$ cat config.mk
export PLATFORM = sky130hd
export DESIGN_NAME = id_redirect_ctrl
export DESIGN_NICKNAME = d
export VERILOG_FILES = /design/src/rtl/id_redirect_ctrl_pkg.sv /design/src/rtl/id_hazard_detect.sv /design/src/rtl/id_redirect_ctrl.sv
export SDC_FILE = /design/constraint.sdc
export NUM_CORES = 1
export LEC_CHECK = 0
export BUFFER_PORTS_ARGS = -buffer_cell sky130_fd_sc_hd__clkbuf_2
export CAP_MARGIN = 20
export CORE_MARGIN = 1.5
export CORE_UTILIZATION = 40
export CTS_CLUSTER_SIZE = 25
export DETAILED_ROUTE_END_ITERATION = 8
export PLACE_DENSITY = 0.69
export SLEW_MARGIN = 20
export SYNTH_ARGS = -nofsm -noshare
export SYNTH_HDL_FRONTEND = slang
export SYNTH_SLANG_ARGS = --single-unit
$ cat constraint.sdc
create_clock -name clk -period 3.44 [get_ports clk]
set_input_delay 0.516 -clock clk [delete_from_list [all_inputs] [get_ports clk]]
set_output_delay 0.516 -clock clk [all_outputs]
set_load 0.1 [all_outputs]
$ cat src/rtl/id_redirect_ctrl_pkg.sv
// Shared opcodes, FSM encoding and decode helpers for the ID-stage redirect controller.
// Optional feature: define BNE_EN to decode bne (6'h05) as a conditional branch.
package id_redirect_ctrl_pkg;

    localparam logic [5:0] OP_RTYPE = 6'h00;
    localparam logic [5:0] OP_J     = 6'h02;
    localparam logic [5:0] OP_BEQ   = 6'h04;
    localparam logic [5:0] OP_BNE   = 6'h05;
    localparam logic [5:0] OP_ADDI  = 6'h08;
    localparam logic [5:0] OP_SLTI  = 6'h0A;
    localparam logic [5:0] OP_ANDI  = 6'h0C;
    localparam logic [5:0] OP_ORI   = 6'h0D;
    localparam logic [5:0] OP_LW    = 6'h23;
    localparam logic [5:0] OP_SW    = 6'h2B;

    typedef enum logic {
        RUN   = 1'b0,
        STALL = 1'b1
    } state_e;

    typedef struct packed {
        logic rs;
        logic rt;
    } src_use_t;

    function automatic logic is_cond_branch(input logic [5:0] op);
`ifdef BNE_EN
        return (op == OP_BEQ) || (op == OP_BNE);
`else
        return (op == OP_BEQ);
`endif
    endfunction

    // Which source fields of the instruction are actually read.
    function automatic src_use_t decode_src(input logic [5:0] op);
        src_use_t u;
        u = '0;
        case (op)
            OP_RTYPE, OP_SW:                  u = '{rs: 1'b1, rt: 1'b1};
            OP_LW, OP_ADDI, OP_ANDI, OP_ORI,
            OP_SLTI:                          u = '{rs: 1'b1, rt: 1'b0};
            default:                          u = '0;
        endcase
        if (is_cond_branch(op)) begin
            u = '{rs: 1'b1, rt: 1'b1};
        end
        return u;
    endfunction

endpackage

$ cat src/rtl/id_hazard_detect.sv
// Combinational load-use and branch-operand hazard compare for the instruction held in IF/ID.
// Optional feature: BNE_EN (via the package) makes bne subject to branch-operand hazards.
module id_hazard_detect
    import id_redirect_ctrl_pkg::*;
(
    input  logic [5:0] op_i,
    input  logic [4:0] rs_i,
    input  logic [4:0] rt_i,
    input  logic       ex_mem_read_i,
    input  logic       ex_reg_write_i,
    input  logic [4:0] ex_dst_i,
    input  logic       mem_mem_read_i,
    input  logic [4:0] mem_dst_i,
    output logic       hazard_o
);

    src_use_t uses;
    logic     rs_live;
    logic     rt_live;
    logic     ex_match;
    logic     mem_match;
    logic     load_use;
    logic     br_hazard;

    always_comb begin
        uses      = decode_src(op_i);
        // $0 is hardwired, so it can never carry a dependency.
        rs_live   = uses.rs && (rs_i != 5'd0);
        rt_live   = uses.rt && (rt_i != 5'd0);
        ex_match  = (rs_live && (ex_dst_i == rs_i)) || (rt_live && (ex_dst_i == rt_i));
        mem_match = (rs_live && (mem_dst_i == rs_i)) || (rt_live && (mem_dst_i == rt_i));
        load_use  = ex_mem_read_i && ex_match;
        br_hazard = is_cond_branch(op_i) &&
                    ((ex_reg_write_i && ex_match) || (mem_mem_read_i && mem_match));
        hazard_o  = load_use || br_hazard;
    end

endmodule

$ cat src/rtl/id_redirect_ctrl.sv
// ID-stage controller: IF/ID register, beq/j resolution, fetch redirect and hazard stall.
// Optional feature: define BNE_EN to resolve bne (taken when operands differ).
module id_redirect_ctrl
    import id_redirect_ctrl_pkg::*;
#(
    parameter int unsigned CNT_W = 16
) (
    input  logic             clk,
    input  logic             rst,
    input  logic [31:0]      nextInstAdr,
    input  logic [31:0]      Inst,
    input  logic [31:0]      rfRd1,
    input  logic [31:0]      rfRd2,
    input  logic             exMemRead,
    input  logic             exRegWrite,
    input  logic [4:0]       exDst,
    input  logic             memMemRead,
    input  logic [4:0]       memDst,
    output logic             pcWrite,
    output logic             flush,
    output logic             PcSrc,
    output logic             jmp,
    output logic [31:0]      beqAdr,
    output logic [25:0]      jmpAdr,
    output logic [31:0]      ifIdInst,
    output logic [31:0]      ifIdPc4,
    output logic             idBubble,
    output logic [CNT_W-1:0] stallCnt,
    output logic [CNT_W-1:0] redirCnt,
    output logic             stallState
);

    logic [31:0]      if_id_inst_q;
    logic [31:0]      if_id_pc4_q;
    state_e           state_q;
    logic [CNT_W-1:0] stall_cnt_q;
    logic [CNT_W-1:0] redir_cnt_q;

    logic [5:0]  opcode;
    logic [4:0]  rs;
    logic [4:0]  rt;
    logic [15:0] imm;
    logic        hazard;
    logic        br_taken;
    logic        redirect;

    assign opcode = if_id_inst_q[31:26];
    assign rs     = if_id_inst_q[25:21];
    assign rt     = if_id_inst_q[20:16];
    assign imm    = if_id_inst_q[15:0];

    id_hazard_detect u_hazard (
        .op_i           (opcode),
        .rs_i           (rs),
        .rt_i           (rt),
        .ex_mem_read_i  (exMemRead),
        .ex_reg_write_i (exRegWrite),
        .ex_dst_i       (exDst),
        .mem_mem_read_i (memMemRead),
        .mem_dst_i      (memDst),
        .hazard_o       (hazard)
    );

    always_comb begin
        br_taken = (opcode == OP_BEQ) && (rfRd1 == rfRd2);
`ifdef BNE_EN
        br_taken = br_taken || ((opcode == OP_BNE) && (rfRd1 != rfRd2));
`endif
        // A stall suppresses any redirect; the branch re-resolves once operands are ready.
        pcWrite  = !hazard;
        idBubble = hazard;
        PcSrc    = !hazard && br_taken;
        jmp      = !hazard && (opcode == OP_J);
        redirect = PcSrc || jmp;
        flush    = redirect;
        beqAdr   = if_id_pc4_q + {{14{imm[15]}}, imm, 2'b00};
        jmpAdr   = if_id_inst_q[25:0];
    end

    assign ifIdInst   = if_id_inst_q;
    assign ifIdPc4    = if_id_pc4_q;
    assign stallCnt   = stall_cnt_q;
    assign redirCnt   = redir_cnt_q;
    assign stallState = (state_q == STALL);

    always_ff @(posedge clk or negedge rst) begin
        if (!rst) begin
            if_id_inst_q <= 32'd0;
            if_id_pc4_q  <= 32'd0;
            state_q      <= RUN;
            stall_cnt_q  <= '0;
            redir_cnt_q  <= '0;
        end else begin
            state_q <= hazard ? STALL : RUN;
            if (!hazard) begin
                if_id_inst_q <= Inst;
                if_id_pc4_q  <= nextInstAdr;
            end
            if (hazard && (stall_cnt_q != {CNT_W{1'b1}})) begin
                stall_cnt_q <= stall_cnt_q + 1'b1;
            end
            if (redirect && (redir_cnt_q != {CNT_W{1'b1}})) begin
                redir_cnt_q <= redir_cnt_q + 1'b1;
            end
        end
    end

endmodule

# After elaboration in Yosys (flattened, before gate mapping)
# Index checks and enable logic that the tools add are counted.
[word_totals]
n_memories = 0
ramBits = 0
rom_bits = 0
out_inout_bits = 160
wordCells = 52
input_bits = 143
register_bits = 97
latchBits = 0
[classes]
div = 0
n_mux = 3
bitwise = 0
n_addsub = 3
order_cmp = 0
eq_ne = 15
n_reduce_logical = 26
shift = 0
n_mul = 0
[op_table]
columns = ["cell", "n"]
rows = [
  ["$add A16 B1 Y16 const B", 2],
  ["$add A32 B32 Y32", 1],
  ["$eq A32 B32 Y1", 1],
  ["$ne A16 B16 Y1 const B", 2],
  ["$eq A6 B4 Y1 const B", 4],
  ["$eq A5 B5 Y1", 4],
  ["$logic_and A1 B1 Y1", 15],
  ["$eq A6 B6 Y1 const B", 2],
  ["$reduce_bool A5 Y1", 2],
  ["$eq A6 B2 Y1 const B", 1],
  ["$eq A6 B3 Y1 const B", 1],
  ["$logic_not A6 Y1", 1],
  ["$logic_or A1 B1 Y1", 5],
  ["$reduce_or A5 Y1", 1],
  ["$pmux W2 S2", 1],
  ["$mux W2", 1],
  ["$reduce_or A2 Y1", 1],
  ["$logic_not A1 Y1", 1],
  ["$mux W1", 1],
]

# Depth between registers and ports, before layout
[depth]
depth_word = 15
ltp_mapped = 12
depth_no_buf = 12

# Modules after synthesis
# From an unflattened synthesis, not the netlist that was laid out.
[unflattened]
hier_cells = 625
hier_area_um2 = 6393.6
[modules_own_cells]
columns = ["module", "area_each_um2", "seq_area_each_um2", "cells_each", "n_inst"]
rows = [
  ["id_redirect_ctrl", 6040.8, 2427.3, 577, 1],
  ["id_hazard_detect", 352.8, 0.0, 48, 1],
]

# Least setup slack after synthesis
# Ideal clock, no wire load.
[synth_path]
path_kind = "register to register"
startpoint = "register if_id_inst_q[31], in the netlist ifIdInst[31]"
endpoint = "register redir_cnt_q[14], in the netlist redirCnt[14]"
path_stages_with_launch = 8
setup_time_ns = 0.164
required_ns = 3.276
arrival_ns = 5.223
n_path_buf = 1
path_slack_ns = -1.947
synth_period_minus_slack_ns = 5.387
cell_sequence = "dfrtp_1 or4_4 nor3b_1 a21o_1 o31ai_2 buf_6 nor3_1 xor2_1"
[synth_between]
elab_chain_cells = 15
elab_cells_between_ends = 33
cone_classes = "8 x eq/ne; 2 x mux; 23 x reduce/logical"
[synth_rtl]
columns = ["item", "line", "source"]
rows = [
  ["from (decl)", "id_redirect_ctrl.sv:33", "logic [31:0] if_id_inst_q;"],
  ["from (signal assigned)", "id_redirect_ctrl.sv:96", "if_id_inst_q <= Inst;"],
  ["$eq A6 B6 Y1, or another cell as far along", "id_redirect_ctrl_pkg.sv:38", "case (op)"],
  ["$reduce_or A5 Y1 / $reduce_or A2 Y1 (equally long branches)", "id_redirect_ctrl_pkg.sv:38", ""],
  ["$pmux W2 S2", "id_redirect_ctrl_pkg.sv:38", ""],
  ["$mux W2", "id_redirect_ctrl_pkg.sv:44", "if (is_cond_branch(op)) begin"],
  ["$logic_and A1 B1 Y1 (on tied branches)", "id_hazard_detect.sv:28, id_hazard_detect.sv:29", ""],
  ["$logic_and A1 B1 Y1 (on tied branches)", "id_hazard_detect.sv:30, id_hazard_detect.sv:31", ""],
  ["$logic_or A1 B1 Y1 (on tied branches)", "id_hazard_detect.sv:30, id_hazard_detect.sv:31", ""],
  ["$logic_and A1 B1 Y1", "id_hazard_detect.sv:34", "((ex_reg_write_i && ex_match) || (mem_mem_read_i && mem_match));"],
  ["$logic_or A1 B1 Y1", "id_hazard_detect.sv:34", ""],
  ["$logic_and A1 B1 Y1", "id_hazard_detect.sv:33", "br_hazard = is_cond_branch(op_i) &&"],
  ["$logic_or A1 B1 Y1", "id_hazard_detect.sv:35", "hazard_o = load_use || br_hazard;"],
  ["$logic_not A1 Y1", "--", ""],
  ["$logic_and A1 B1 Y1 *", "id_redirect_ctrl.sv:73", "jmp = !hazard && (opcode == OP_J);"],
  ["via jmp", "id_redirect_ctrl.sv:22", "output logic jmp,"],
  ["$logic_or A1 B1 Y1 *", "id_redirect_ctrl.sv:74", "redirect = PcSrc || jmp;"],
  ["via flush", "id_redirect_ctrl.sv:20", "output logic flush,"],
  ["$logic_and A1 B1 Y1 *", "id_redirect_ctrl.sv:102", "if (redirect && (redir_cnt_q != {CNT_W{1'b1}})) begin"],
  ["to (signal assigned)", "id_redirect_ctrl.sv:103", "redir_cnt_q <= redir_cnt_q + 1'b1;"],
  ["to (decl)", "id_redirect_ctrl.sv:37", "logic [CNT_W-1:0] redir_cnt_q;"],
]
# Mark *: on every way through the listed nets, which the timed path passes. The rest lies on a longest branch.
# A chain may end at the register's enable or synchronous reset.

# Worst setup path in the final report
[layout_path]
startpoint = "register if_id_pc4_q[2], in the netlist ifIdPc4[2]"
endpoint = "output port beqAdr[20]"
[layout_between]
elab_chain_cells = 1
[layout_rtl]
columns = ["item", "line", "source"]
rows = [
  ["from (decl)", "id_redirect_ctrl.sv:34", "logic [31:0] if_id_pc4_q;"],
  ["from (signal assigned)", "id_redirect_ctrl.sv:97", "if_id_pc4_q <= nextInstAdr;"],
  ["$add A32 B32 Y32", "id_redirect_ctrl.sv:76", "beqAdr = if_id_pc4_q + {{14{imm[15]}}, imm, 2'b00};"],
  ["to (decl)", "id_redirect_ctrl.sv:23", "output logic [31:0] beqAdr,"],
]
# Every way passes these cells.

==> results.md <==
* Clock Power Share at 22.6%
* Post-Syn Area at 6250 sq um
* Setup Skew at 10.6 ps
* # fillers at 1237
* Endpoints failing hold at 0
* Pleak at 4.47 nW
* Global-route usage over all layers at 22.5%
* Worst slew pin tran at 1070 ps
* Multi-input logic area at 4250 sq um
* Drt total wl at 18000 um
* Hold_buf cts at 0
* Fin util at 62.5%
* Hold Path Class: in2async
* Die width at 128 um
* Syn Inst Count at 602
* Net Sw Frac at 46.4%
* Slew Limit Fails at 0
* Iter 0 DRT Violations at 249
* Cell taking the most area after synthesis: dfrtp_1
* Initial antenna violation count at 0
* Final Power at 4.62 mW
* Int Power at 2.48 mW
* Dpl cell area at 8810 sq um
* Status: complete, but fails checks
* Minimum clock period at 3620 ps
* CP Cell Sequence: ha_4, inv_2, fa_2, nor2b_4, o2111ai_4, a21boi_2, nor4_2, o21ai_1, a41o_1, nor4_2, nor3_2, xor2_4, buf_12
* Critical Path Source Type: flip-flop
* Crit path depth at 13
* DR DRC count at 0
* CTS tree: yes
* Die footprint at 16400 sq um
* Io pins at 303
* Worst-path clk slew at 70 ps
* Max Root-Sink Buffers at 2
* Skew-Pair Late Insertion Delay at 350 ps
* TritonRoute pass-1 iters at 4
* Finished Layout Cells at 1109
* Final instance area at 9500 sq um
* CTS sink count at 97
* GRT overflow at 0
* Die height at 128 um
* Routed len/inst at 16.2 um
* Setup TNS at -673 ps
* Post-placement cell count at 1072
* Crit Path Category: reg2out
* EDFF count, synth at 0
* Largest net degree at the start of global routing at 82
* Via count at 5650
* DR vias/cell at 5.09
* Critical path peak fanout at 2
* Synth top area cells: dfrtp_1, mux2_2, xnor2_1, ha_1, xor2_1
* Failing checks: negative setup slack
* Sequential share of the synthesized area at 38.8%
* Vias in the first global route at 5534
* Hold WS at 191 ps
* Period utilisation layout at 105%
* First-pass GRT wire length at 28800 um
* Post-synth top cells: dfrtp_1, xnor2_1, mux2_2
* Average cell area after synthesis at 10.4 sq um
* Nets@finish at 1091
* H-Tree Depth at 3
* Slowest stage delay, CP at 430 ps
* Worst r2r path cells at 7
* Sequential Area at 2520 sq um
* Most common cell in the netlist: dfrtp_1
* Flop pwr share at 28.2%
* Share of layout cells above drive strength 1 at 60.0%
* Placeable Area at 15200 sq um
* Post-DRT Antenna Nets at 0
* Asr flop ratio synth at 100%
* Total CTS buffers at 9
* Mapped Nets at 777
* Pre-CTS WS at -29.8 ps
* Final worst slack at -182 ps
* Clock root cell: clkbuf_16
* Yosys reg bits at 97
* Ys flop type: dfrtp_1
* Critical path arrival at 3110 ps
* Count of different cell masters after synthesis at 54
* Slowest stage cell, crit path: dfrtp_4
* Max cap viols at 0
* Crit path buffers/inverters at 2
* Peak supply drop at 0.379 mV
* Critical Path Sink Type: primary output
* Fmax at 0.276 GHz
* Pwr per Cell Area at 486 nW/um^2
* Rel. slew slack at 28.3%
* Starting Density at 41.1%
* WP data required at 2920 ps
* Most used cell, CP: nor4_2
* CP delay by family, top: compound AO/OA/AOI/OAI gates
* Diodes inserted at 0
* Gp weighted congestion at 0.854
* Synth-to-layout area growth at 52.0%
* RSZ-0062 raised after global routing: yes
* Post-DP HPWL at 14300 um
* Port bufs at 302
* Core Rows at 45
* Final setup fails at 6
* Sw Pwr at 2.14 mW
* Area share of the largest cell type after synthesis at 38.8%
* Synth Warn # at 0
* Comb power frac at 49.3%
==> state kept, by name (all words and copies together), names as in the netlist <==
name	count
ifIdInst	32
ifIdPc4	32
redirCnt	16
stallCnt	16
stallState	1
==> worst paths after layout <==
path,start,end,slack [ps]
max in group asynchronous,rst,ifIdInst[9]$_DFFE_PN0P_,2490
min in group clk,Inst[30],ifIdInst[30]$_DFFE_PN0P_,370
hold / removal,rst,ifIdInst[21]$_DFFE_PN0P_,190
setup reg to reg,ifIdInst[27]$_DFFE_PN0P_,ifIdPc4[0]$_DFFE_PN0P_,630
hold reg to reg,stallCnt[15]$_DFFE_PN0P_,stallCnt[15]$_DFFE_PN0P_,500
setup / recovery,ifIdPc4[2]$_DFFE_PN0P_,beqAdr[20],-180
==> placed cells by master (no fill, tap or decap), types with 6 or more instances in the layout <==
cell type | netlist | final
dfrtp_2 | 0 | 23
xor2_1 | 42 | 34
clkbuf_16 | 0 | 9
mux2_2 | 62 | 62
buf_12 | 0 | 19
nor3_1 | 16 | 15
nand4_1 | 13 | 13
clkbuf_2 | 0 | 279
nand2_1 | 24 | 24
dfrtp_4 | 0 | 16
dfrtp_1 | 97 | 58
nor2_1 | 40 | 34
nand3_1 | 31 | 30
xnor2_1 | 64 | 51
inv_1 | 18 | 16
ha_1 | 31 | 14
buf_4 | 28 | 41
ha_4 | 0 | 14
xnor2_4 | 0 | 8
a21oi_1 | 24 | 15
o21ai_0 | 17 | 9
a21oi_2 | 0 | 6
a21o_1 | 8 | 7
==> what timing repair did <==
action | in CTS | in global routing
setup buffers | 18 | 3
resized for setup | 27 | 19
pin swaps | 31 | 22
endpoints found under the setup margin | 14 | 15
==> layout make-up <==
type	count	area share, %
flip-flops and latches	97	26.5
clock buffers	11	2.56
multi-input cells	448	44.7
clock inverters	5	0.659
inverters	18	0.751
repair buffers	342	22.3
well taps	188	2.48
==> routing by layer <==
layer	vias up	part of all wire (%)	track usage [%]
li1	2734	-	-
met1	2727	46	30.1
met2	175	47	36.7
met3	14	6.2	5.72
met4	0	0.89	4.89
met5	-	0	0
==> power groups by stage <==
stage | Sequential (mW) | Combinational, mW | Clock, mW
global route | 1.31 | 2.37 | 1.12
detailed placement | 1.32 | 2.20 | 0
global placement | 1.32 | 2.19 | 0
floorplan | 1.69 | 1.27 | 0
finish | 1.30 | 2.27 | 1.04
CTS | 1.30 | 2.25 | 1.08
==> cell families after synthesis <==
kind of cell	after synthesis	share of synthesized area [%]
buf+inv	57	5.47
compound gates	81	8.19
flops	97	38.8
xor+xnor	106	14.9
fa+ha+maj	32	6.53
simple gates	166	14.8
mux	63	11.3
Power figures use the tool's default switching activity.
